==> config.mk <==
export PLATFORM = sky130hd
export DESIGN_NAME = serial_adder
export DESIGN_NICKNAME = d
export VERILOG_FILES = /design/src/rtl/serial_adder.sv
export SDC_FILE = /design/constraint.sdc
export NUM_CORES = 1
export LEC_CHECK = 0
export CAP_MARGIN = 5
export CORE_ASPECT_RATIO = 1.4
export CORE_MARGIN = 2
export CORE_UTILIZATION = 45
export CTS_CLUSTER_SIZE = 40
export DETAILED_ROUTE_END_ITERATION = 7
export PLACE_DENSITY = 0.8
export SYNTH_ARGS = -nofsm -noshare
export SYNTH_HDL_FRONTEND = slang
export SYNTH_SLANG_ARGS = --single-unit
==> constraint.sdc <==
create_clock -name Clk -period 4.4 [get_ports Clk]
set_clock_uncertainty 0.15 [all_clocks]
set_input_delay 0.88 -clock Clk [delete_from_list [all_inputs] [get_ports Clk]]
set_output_delay 0.88 -clock Clk [all_outputs]
set_load 0.02 [all_outputs]
==> src/rtl/serial_adder.sv <==
// Bit-serial adder: one full-adder step per clock, LSB first, WIDTH cycles per operation.
// Optional subtraction is enabled by defining SERIAL_ADDER_SUB_EN.
module serial_adder #(
    parameter int unsigned WIDTH = 8
) (
    input  logic             Clk,
    input  logic             Rst,
    input  logic             Start,
    input  logic [WIDTH-1:0] X,
    input  logic [WIDTH-1:0] Y,
    input  logic             Cin,
    input  logic             Sub,
    output logic             Busy,
    output logic             Done,
    output logic [WIDTH-1:0] S,
    output logic             Cout,
    output logic             Ovf
);

    localparam int unsigned CntW = $clog2(WIDTH);

    typedef enum logic [1:0] {StIdle, StRun, StDone} state_e;

    state_e            state_q, state_d;
    logic [WIDTH-1:0]  x_q, x_d;
    logic [WIDTH-1:0]  y_q, y_d;
    logic [WIDTH-1:0]  res_q, res_d;
    logic [WIDTH-1:0]  s_q, s_d;
    logic [CntW-1:0]   cnt_q, cnt_d;
    logic              carry_q, carry_d;
    logic              cout_q, cout_d;
    logic              ovf_q, ovf_d;
    logic              y_bit, sum_bit, carry_out, last_bit;

`ifdef SERIAL_ADDER_SUB_EN
    logic              sub_q, sub_d;
`else
    logic              unused_sub;
    assign unused_sub = Sub;
`endif

    always_comb begin
        state_d = state_q;
        x_d     = x_q;
        y_d     = y_q;
        res_d   = res_q;
        s_d     = s_q;
        cnt_d   = cnt_q;
        carry_d = carry_q;
        cout_d  = cout_q;
        ovf_d   = ovf_q;
`ifdef SERIAL_ADDER_SUB_EN
        sub_d   = sub_q;
        // Subtraction consumes ~Y; the forced carry-in supplies the +1.
        y_bit   = y_q[0] ^ sub_q;
`else
        y_bit   = y_q[0];
`endif
        sum_bit   = x_q[0] ^ y_bit ^ carry_q;
        carry_out = (x_q[0] & y_bit) | (carry_q & (x_q[0] ^ y_bit));
        last_bit  = (cnt_q == CntW'(WIDTH - 1));

        unique case (state_q)
            StIdle, StDone: begin
                if (Start) begin
                    state_d = StRun;
                    x_d     = X;
                    y_d     = Y;
                    cnt_d   = '0;
`ifdef SERIAL_ADDER_SUB_EN
                    sub_d   = Sub;
                    carry_d = Sub ? 1'b1 : Cin;
`else
                    carry_d = Cin;
`endif
                end else begin
                    state_d = StIdle;
                end
            end
            StRun: begin
                x_d     = x_q >> 1;
                y_d     = y_q >> 1;
                res_d   = {sum_bit, res_q[WIDTH-1:1]};
                carry_d = carry_out;
                if (last_bit) begin
                    state_d = StDone;
                    s_d     = {sum_bit, res_q[WIDTH-1:1]};
                    cout_d  = carry_out;
                    // carry_q here is the carry into the MSB.
                    ovf_d   = carry_q ^ carry_out;
                end else begin
                    cnt_d   = cnt_q + CntW'(1);
                end
            end
            default: state_d = StIdle;
        endcase
    end

    always_ff @(posedge Clk) begin
        if (Rst) begin
            state_q <= StIdle;
            x_q     <= '0;
            y_q     <= '0;
            res_q   <= '0;
            s_q     <= '0;
            cnt_q   <= '0;
            carry_q <= 1'b0;
            cout_q  <= 1'b0;
            ovf_q   <= 1'b0;
`ifdef SERIAL_ADDER_SUB_EN
            sub_q   <= 1'b0;
`endif
        end else begin
            state_q <= state_d;
            x_q     <= x_d;
            y_q     <= y_d;
            res_q   <= res_d;
            s_q     <= s_d;
            cnt_q   <= cnt_d;
            carry_q <= carry_d;
            cout_q  <= cout_d;
            ovf_q   <= ovf_d;
`ifdef SERIAL_ADDER_SUB_EN
            sub_q   <= sub_d;
`endif
        end
    end

    assign Busy = (state_q == StRun);
    assign Done = (state_q == StDone);
    assign S    = s_q;
    assign Cout = cout_q;
    assign Ovf  = ovf_q;

endmodule

==> impl_metrics.csv, run 1 <==
group,metric,value,unit
critical_path,critPathBufInv,3,
place,place.gp.congestion,0.7466,
sta,setup_violations,0,
logic_synthesis,synth_top_family_by_area,"simple AND/OR/NAND/NOR gates",
sta,hold_viol,0,
place,numPortBuffers,31,
sta,tns,0,ns
global_route,gr-usage-all-layers,17.66,%
clock_network,cts_tree,"done",
critical_path,cp_cell_sequence,"nand2b_1 > buf_4 > inv_2 > clkdlybuf4s50_1",
power,power_density,354.6,nW/um^2
sta,tightestPinTransition,0.7487,ns
logic_synthesis,yosysTopAreaCellShare,50.04,%
logic_synthesis,synthCells,192,
logic_synthesis,syn_area,1560,um^2
clock_network,h-tree-depth,2,
critical_path,cp.depth,4,
clock_network,numCtsBuffers,5,
drt,drc_errors,0,
worst_hold_path,worstHoldStart,"S[2]",
sta,post-route-min-period,2.887,ns
layout,fin_cells,261,
layout,layout_commonest_cell,"nand2_1",
worst_hold_path,hold_end,"S[2]",
drt,detail_route.wl_per_cell,11.26,um
critical_path,max_stage_delay,0.56,ns
clock_network,clk_latency,0.29,ns
logic_synthesis,yosys-top-cells-area,"dfxtp_1 (50%), nand2_1 (16%), a311oi_1 (8.4%)",
outcome,outcome,"complete, no violations",
logic_synthesis,synth_fa_ha_area_share,2.887,%
sta,slew_violations,0,
critical_path,crit_type,"reg -> out",
logic_synthesis,synth-seq-cells,39,
logic_synthesis,synth.largest_area_cell,"dfxtp_1",
sta,fmax,346.4,MHz
critical_path,r2r_end,"y_q[0]",
floorplanning,die_width,53.77,um
critical_path,r2r_start,"state_q[0]",
drt,vias_per_cell,5.169,
power,ir_worst_vdd,0.0003042,V
floorplanning,die_h,73.67,um
floorplanning,io_pins,33,
critical_path,arrival,1.86,ns
floorplanning,core_area,3347,um^2
global_route,gr-usage-met2,30.62,%
logic_synthesis,yosysWarningCount,0,
logic_synthesis,synth_cell_types,22,
global_route,met1_usage,19.05,%
logic_synthesis,synth_compound_area_share,15.96,%
logic_synthesis,avgSynthCellArea,8.126,um^2
critical_path,critPathRequiredTime,3.37,ns
sta,whs,0.3042,ns
logic_synthesis,synth_mux_area_share,0,%
layout,drive_above_1_share,4.525,%
global_route,grt_antenna_before_repair,0,
floorplanning,dieArea,3961,um^2
place,dp_hpwl,2018,um
critical_path,critical_path_peak_fanout,40,
power,total_power,0.0006921,W
critical_path,crit_slowest_cell,"clkdlybuf4s50_1",
clock_network,path_clk_slew,0.07,ns
place,place_inst,253,
global_route,use_met3,5.488,%
global_route,grt_start_max_net_pins,41,
drt,drtIter0Drc,34,
logic_synthesis,synth_xor_area_share,0.5613,%
critical_path,cp-end-kind,"output port",
drt,drt_pre_antenna_iters,4,
floorplanning,rows,25,
layout,layout_common_cells,"nand2_1 (66), dfxtp_1 (39), clkdlybuf4s50_1 (31), a21oi_1 (22), nor2_1 (17)",
layout,nets,244,
worst_hold_path,min_path_cells,2,
clock_network,cts_resized,0,
sta,rsz0062_at_grt,"no",
logic_synthesis,yosys.area_share.simple,25.66,%
critical_path,startpoint_type,"register",
flow_run,drv_cap,0,
sta,max_slew_margin,50.08,%
layout,diodes,0,
drt,routed_wl,2939,um
global_route,grt_pass1_wl,5078,um
worst_hold_path,holdCritPathClass,"reg -> reg",
logic_synthesis,ys_seq_area_share,50.04,%
logic_synthesis,syn_nets,216,
clock_network,cts-root-buf,"clkbuf_8",
critical_path,r2r_setup_slack,2.68,ns
global_route,busiest_layer,"met2",
clock_network,cts_hold_repair.buffers,0,
sta,period_share,65.61,%
power,p_leak,0.7054,nW
clock_network,cts_max_path_buffers,2,
critical_path,path_delay_family,"buffers and inverters",
layout,areaGrowthSynthToFinish,25.10,%
drt,num_vias,1349,
drt,ant_nets,0,
floorplanning,start_util,46.62,%
clock_network,postCtsSetupRepairBufs,0,
global_route,grt_overflow,0,
clock_network,numClockSinks,39,
global_route,grt_pass1_vias,1202,
critical_path,r2r_cells,3,
## where the power goes
part           switching, W  internal, W
clock              0.000118     0.000111
sequential        0.0000114     0.000371
combinational     0.0000430    0.0000380
## registers in the layout, indices dropped and copies added, names as in the netlist
signal   count
y_q          8
S            8
carry_q      1
Ovf          1
Cout         1
cnt_q        3
res_q        7
state_q      2
x_q          8
## cell families after synthesis
| group | Yosys count |
|---|---|
| adder cells (fa/ha/maj) | 3 |
| buffers and inverters | 14 |
| flip-flops | 39 |
| AO/OA/AOI/OAI | 38 |
| AND/OR/NAND/NOR | 97 |
| XOR/XNOR | 1 |
## metal layers
metal	wire, um	vias up
li1	-	703
met1	1275	607
met2	1503	33
met3	109	6
met4	51	0
met5	0	-
## Yosys cell counts
cell type and n:
a21oi_1 22, buf_6 1, buf_2 4, nand3_1 5
and3b_1 1, or3b_1 1, nand2b_1 3, fa_1 1
buf_1 1, buf_4 3, xnor2_1 1, a211oi_1 1
ha_1 2, nor2_1 17, nor2b_1 2, a311oi_1 15
nor3b_1 1, nand2_1 66, clkbuf_1 4, inv_2 1
nand3b_1 1, dfxtp_1 39
## cell type report
class	instances	area [um^2]
timing repair buffer	34	332.8
inverter	1	3.754
sequential	39	780.7
multi-input combinational	139	703.2
fill	295	1395
clock inverter	1	5.005
tap	40	50.05
clock buffer	7	76.32
## worst register-to-register path: stages, from the launching register on
cell and delay [ns]:
dfxtp_1 0.44, nand2b_1 0.63, nand2_1 0.13, a311oi_1 0.28
## worst max-delay path by stage
stage	startpoint	to	slack, ns
4_1_cts	state_q[1]	Busy	1.50
6_report	state_q[1]	Busy	1.51
3_5_place_dp	state_q[1]	Busy	1.82
3_3_place_gp	state_q[1]	Busy	1.83
5_1_grt	state_q[1]	Busy	1.36
2_1_floorplan	state_q[0]	Busy	2.56
## through the flow
| step | worst slack [ns] | util [%] | area [um^2] |
|---|---|---|---|
| 2_1_floorplan | 2.564 | - | 1560 |
| 3_3_place_gp | 1.830 | 55.89 | 1871 |
| 3_5_place_dp | 1.823 | 55.89 | 1871 |
| 4_1_cts | 1.499 | 58.32 | 1952 |
| 5_1_grt | 1.364 | 58.32 | 1952 |
| 6_report | 1.513 | 58.32 | 1952 |
Note: power is estimated with default switching activity, not from simulation.
==> run 2: changes to the inputs <==
--- a/config.mk
+++ b/config.mk
@@ -11,7 +11,7 @@
 export CORE_UTILIZATION = 45
 export CTS_CLUSTER_SIZE = 40
 export DETAILED_ROUTE_END_ITERATION = 7
-export PLACE_DENSITY = 0.8
+export PLACE_DENSITY = 0.83
 export SYNTH_ARGS = -nofsm -noshare
 export SYNTH_HDL_FRONTEND = slang
 export SYNTH_SLANG_ARGS = --single-unit
==> constraint.sdc (replaced) <==
create_clock -name Clk -period 2.55 [get_ports Clk]
set_clock_uncertainty 0.15 [all_clocks]
set_input_delay 0.51 -clock Clk [delete_from_list [all_inputs] [get_ports Clk]]
set_output_delay 0.51 -clock Clk [all_outputs]
set_load 0.02 [all_outputs]
==> run 2 against run 1 <==
Against the previous run:
- utilization up 1.1 points
- first-iteration DRC count shrank 2.9%
- count of clock-buffer cells in the layout fell by 1
- die area stayed put
- global-route usage decreased by 0.41 points
- register-to-register slack got worse by 1.8 ns
- routed wire length down 5.8%
- critical endpoint unchanged
==> impl_metrics.csv, run 2 (synthesis results as in run 1) <==
group,metric,value,unit
outcome,outcome,"complete, no violations",
floorplanning,start_util,46.62,%
place,dp_hpwl,1872,um
sta,rsz0062_at_grt,"no",
critical_path,startpoint_type,"register",
power,intPower,0.001022,W
sta,tns,0,ns
drt,wl_met1,1251,um
place,dpl_cell_area,1871,um^2
critical_path,cp-end-kind,"output port",
layout,drive_above_1_share,5.430,%
critical_path,critPathBufInv,2,
layout,postLayoutCoreUtil,59.40,%
power,ir_worst_vdd,0.0005906,V
power,p_leak,0.7243,nW
layout,nFillCells,296,
sta,finalWorstSetupSlack,0.2876,ns
drt,topRoutingLayerUsed,"met4",
floorplanning,core_area,3347,um^2
global_route,grt_pass1_vias,1176,
floorplanning,io_pins,33,
drt,drt_pre_antenna_iters,4,
drt,ant_nets,0,
sta,period_share,88.72,%
place,pre_cts_ws,0.4217,ns
global_route,grt_start_max_net_pins,40,
power,clockPowerShare,39.7,%
worst_hold_path,holdCritPathClass,"reg -> reg",
drt,routed_wl,2769,um
sta,tightestPinTransition,0.7312,ns
critical_path,cp_cell_sequence,"nand2b_1 > inv_2 > clkdlybuf4s50_1",
place,numPortBuffers,31,
drt,detail_route.wl_per_cell,10.61,um
clock_network,cts_tree,"done",
drt,drtIter0Drc,33,
critical_path,critPathRequiredTime,1.89,ns
layout,final_area,1988,um^2
power,seqPwrFrac,49.7,%
power,switchingPower,0.0003024,W
power,swShare,22.84,%
clock_network,cts-root-buf,"clkbuf_8",
flow_run,drv_cap,0,
critical_path,crit_type,"reg -> out",
clock_network,cts_max_path_buffers,2,
global_route,gr-usage-all-layers,17.25,%
global_route,grt_antenna_before_repair,0,
floorplanning,dieArea,3961,um^2
floorplanning,die_h,73.67,um
critical_path,arrival,1.60,ns
global_route,grt_overflow,0,
sta,whs,0.3058,ns
sta,setup_violations,0,
sta,max_slew_margin,51.26,%
drt,wl_met3,123,um
drt,num_vias,1340,
layout,layout_common_cells,"nand2_1 (66), dfxtp_1 (39), clkdlybuf4s50_1 (31), a21oi_1 (22), nor2_1 (17)",
critical_path,path_delay_family,"buffers and inverters",
critical_path,max_stage_delay,0.62,ns
layout,layout_commonest_cell,"nand2_1",
floorplanning,rows,25,
sta,fmax,442.0,MHz
power,combPwrFrac,10.6,%
critical_path,critical_path_peak_fanout,8,
drt,drc_errors,0,
drt,dr_wl_met2,1326,um
layout,nets,244,
clock_network,cts_hold_repair.buffers,0,
clock_network,numClockSinks,39,
clock_network,clk_latency,0.30,ns
global_route,grt_pass1_wl,4947,um
clock_network,cts_resized,0,
layout,diodes,0,
drt,vias_per_cell,5.134,
sta,slew_violations,0,
critical_path,crit_slowest_cell,"clkdlybuf4s50_1",
power,power_density,666.1,nW/um^2
clock_network,postCtsSetupRepairBufs,0,
sta,post-route-min-period,2.262,ns
sta,hold_viol,0,
place,place.gp.congestion,0.7625,
clock_network,path_clk_slew,0.07,ns
clock_network,h-tree-depth,2,
floorplanning,die_width,53.77,um
layout,areaGrowthSynthToFinish,27.43,%
clock_network,numCtsBuffers,5,
==> run 2: cell count changes in the layout (fill, tap and decap cells not counted) <==
cell / delta
bufinv_16: +1
clkbuf_8: +1
clkbuf_1: -2
==> run 2: metal layers <==
layer / vias up / track usage, %
met2: 34 / 25.75
li1: 700 / -
met3: 6 / 6.098
met5: - / 0
met1: 600 / 20.88
met4: 0 / 10.26
==> run 2: path summary, 6_finish.rpt <==
path | startpoint | end | slack, ns | cells past startpoint
max | state_q[0] | Busy | 0.29 | 3
min | Cout | Cout | 0.31 | 2
max reg2reg | state_q[0] | y_q[6] | 0.84 | 3
min reg2reg | Cout | Cout | 0.31 | 2
==> run 2: per-stage QoR <==
step | power, W | cells
CTS | 0.001339 | 261
global route | 0.001390 | 261
global placement | 0.0008094 | 253
finish | 0.001324 | 261
detailed placement | 0.0008126 | 253
floorplan | 0.0007654 | 192
==> run 2: power by group through the flow <==
| stage | logic, W | registers, W | clock network (W) |
|---|---|---|---|
| 6_report | 0.000140 | 0.000658 | 0.000526 |
| 4_1_cts | 0.000141 | 0.000658 | 0.000540 |
| 5_1_grt | 0.000159 | 0.000663 | 0.000568 |
| 2_1_floorplan | 0.0000974 | 0.000668 | 0 |
| 3_5_place_dp | 0.000140 | 0.000672 | 0 |
| 3_3_place_gp | 0.000138 | 0.000671 | 0 |
==> run 2: layout make-up <==
type                    count  area [um^2]  share of cell area [%]
well taps                  40        50.05                   2.517
flip-flops and latches     39        780.7                   39.27
multi-input cells         139        703.2                   35.37
repair buffers             34        332.8                   16.74
clock buffers               6        82.58                   4.154
inverters                   1        3.754                  0.1888
clock inverters             2        35.03                   1.762
==> run 2: worst min-delay path: cells and delay by family (launching register included) <==
kind / cells / cell delay [ns]
flip-flops: 1 / 0.31
AO/OA/AOI/OAI: 1 / 0.05
AND/OR/NAND/NOR: 1 / 0.05
==> RTL edit: new RTL, settings of run 2 <==
The option `SERIAL_ADDER_SUB_EN` is turned on by a define.
--- a/src/rtl/serial_adder.sv
+++ b/src/rtl/serial_adder.sv
@@ -1,4 +1,6 @@
 // Bit-serial adder: one full-adder step per clock, LSB first, WIDTH cycles per operation.
 // Optional subtraction is enabled by defining SERIAL_ADDER_SUB_EN.
+`define SERIAL_ADDER_SUB_EN
+
 module serial_adder #(
     parameter int unsigned WIDTH = 8
Check against the original RTL: not equivalent (a bounded check fails within 10 cycles, from zero or initial values and one cycle with Rst high).
==> RTL edit against run 2 <==
Total power increased by 4.9%. Routed wire length increased by 11%. Largest power group unchanged. Setup slack worse by 0.026 ns. Sequential cell count up 1. Area after synthesis is 8.6% higher. First-iteration DRC count fell by 6.1%. Design area is 8.9% higher. Register-to-register slack better by 0.07 ns.
==> RTL edit: results (changes against run 2) <==
r2r worst-path depth 5 (was 3); largest net degree at the start of global routing 39 (was 40); Worst EP arrival 1.63 ns (was 1.60 ns); Mapped Cells 197 (was 192); leakage 0.770 nW (was 0.724 nW); sw power 0.326 mW (was 0.302 mW); status finished, final reports clean (unchanged); vias in the first global route 1294 (was 1176); ys async rst share 0% (unchanged); die area 0.00428 mm^2 (was 0.00396 mm^2); Unique masters post-synth 25 (was 22); Clk pwr share 38.4% (was 39.7%); Synth Area in Compound Gates 20.0% (was 16.0%); total CTS buffers 5 (unchanged); hold path start S[2] (was Cout); Tot Pwr 1.39 mW (was 1.32 mW); peak supply drop 0.436 mV (was 0.591 mV); vias per std cell 5.20 (was 5.13); Total GRT Usage 16.1% (was 17.3%); reg2reg end S[7] (was y_q[6]); count of input and output buffers 32 (was 31); post-synthesis sequential area ratio 47.3% (was 50.0%); vias 1415 (was 1340); first-pass GRT wire length 5540 um (was 4950 um); Slew headroom 67.8% (was 51.3%); Post-synth top cells 62 x nand2_1, 40 x dfxtp_1, 22 x a21oi_1, 19 x nor2_1, 12 x a311oi_2 (was 66 x nand2_1, 39 x dfxtp_1, 22 x a21oi_1, 17 x nor2_1, 15 x a311oi_1); initial DRC count 31 (was 33); R2R setup slack 0.91 ns (was 0.84 ns); xor/xnor share of the synthesized area 1.03% (was 0.561%); f_max 437 MHz (was 442 MHz); crit path from state_q[1] (was state_q[0]); cell count after placement 264 (was 253); post-synthesis adder-cell area fraction 2.66% (was 2.89%); Mapped Nets 221 (was 216); Worst Hold End S[2] (was Cout); filler instances 323 (was 296); dpl ws 0.565 ns (was 0.422 ns); largest cells by area after synthesis dfxtp_1 47%, nand2_1 14%, a311oi_2 11%, a21oi_1 6.5%, nor2_1 4.2% (was dfxtp_1 50%, nand2_1 16%, a311oi_1 8.4%, a21oi_1 7.1%, nor2_1 4.1%); Final GP Congestion 0.731 (was 0.763); Max Fanout on Critical Path 9 (was 8); total routed wirelength 3070 um (was 2770 um); fin nets 253 (was 244); Combinational Power Share 12.9% (was 10.6%)
## RTL edit: changes by cell type after synthesis, moves of 2 or more
cell,before,now
inv_1,0,2
a211oi_1,1,3
buf_4,3,6
a311oi_2,0,12
nand2_1,66,62
nor2_1,17,19
buf_2,4,2
a311oi_1,15,2
## RTL edit: final cells by class
class	count	area, um^2	share of cell area (%)
sequential	40	801	37.0
multi-input combinational	141	801	37.0
timing repair buffer	38	378	17.5
clock buffer	6	82.6	3.82
tap	42	52.6	2.43
clock inverter	2	38.8	1.79
inverter	3	11.3	0.520
## RTL edit: worst max-delay path, cell delays in order (launching register included)
cell	delay [ns]
dfxtp_1	0.39
nand2b_1	0.15
clkinv_1	0.20
clkdlybuf4s50_1	0.60
## RTL edit: routing by layer
layer / vias up / part of all wire, % / routed length (um) / global-route usage [%]
met4: 0 / 2.6 / 80 / 7.86
met3: 7 / 3.9 / 119 / 4.07
li1: 726 / - / - / -
met1: 647 / 44 / 1350 / 18.6
met5: - / 0 / 0 / 0
met2: 35 / 50 / 1530 / 27.1
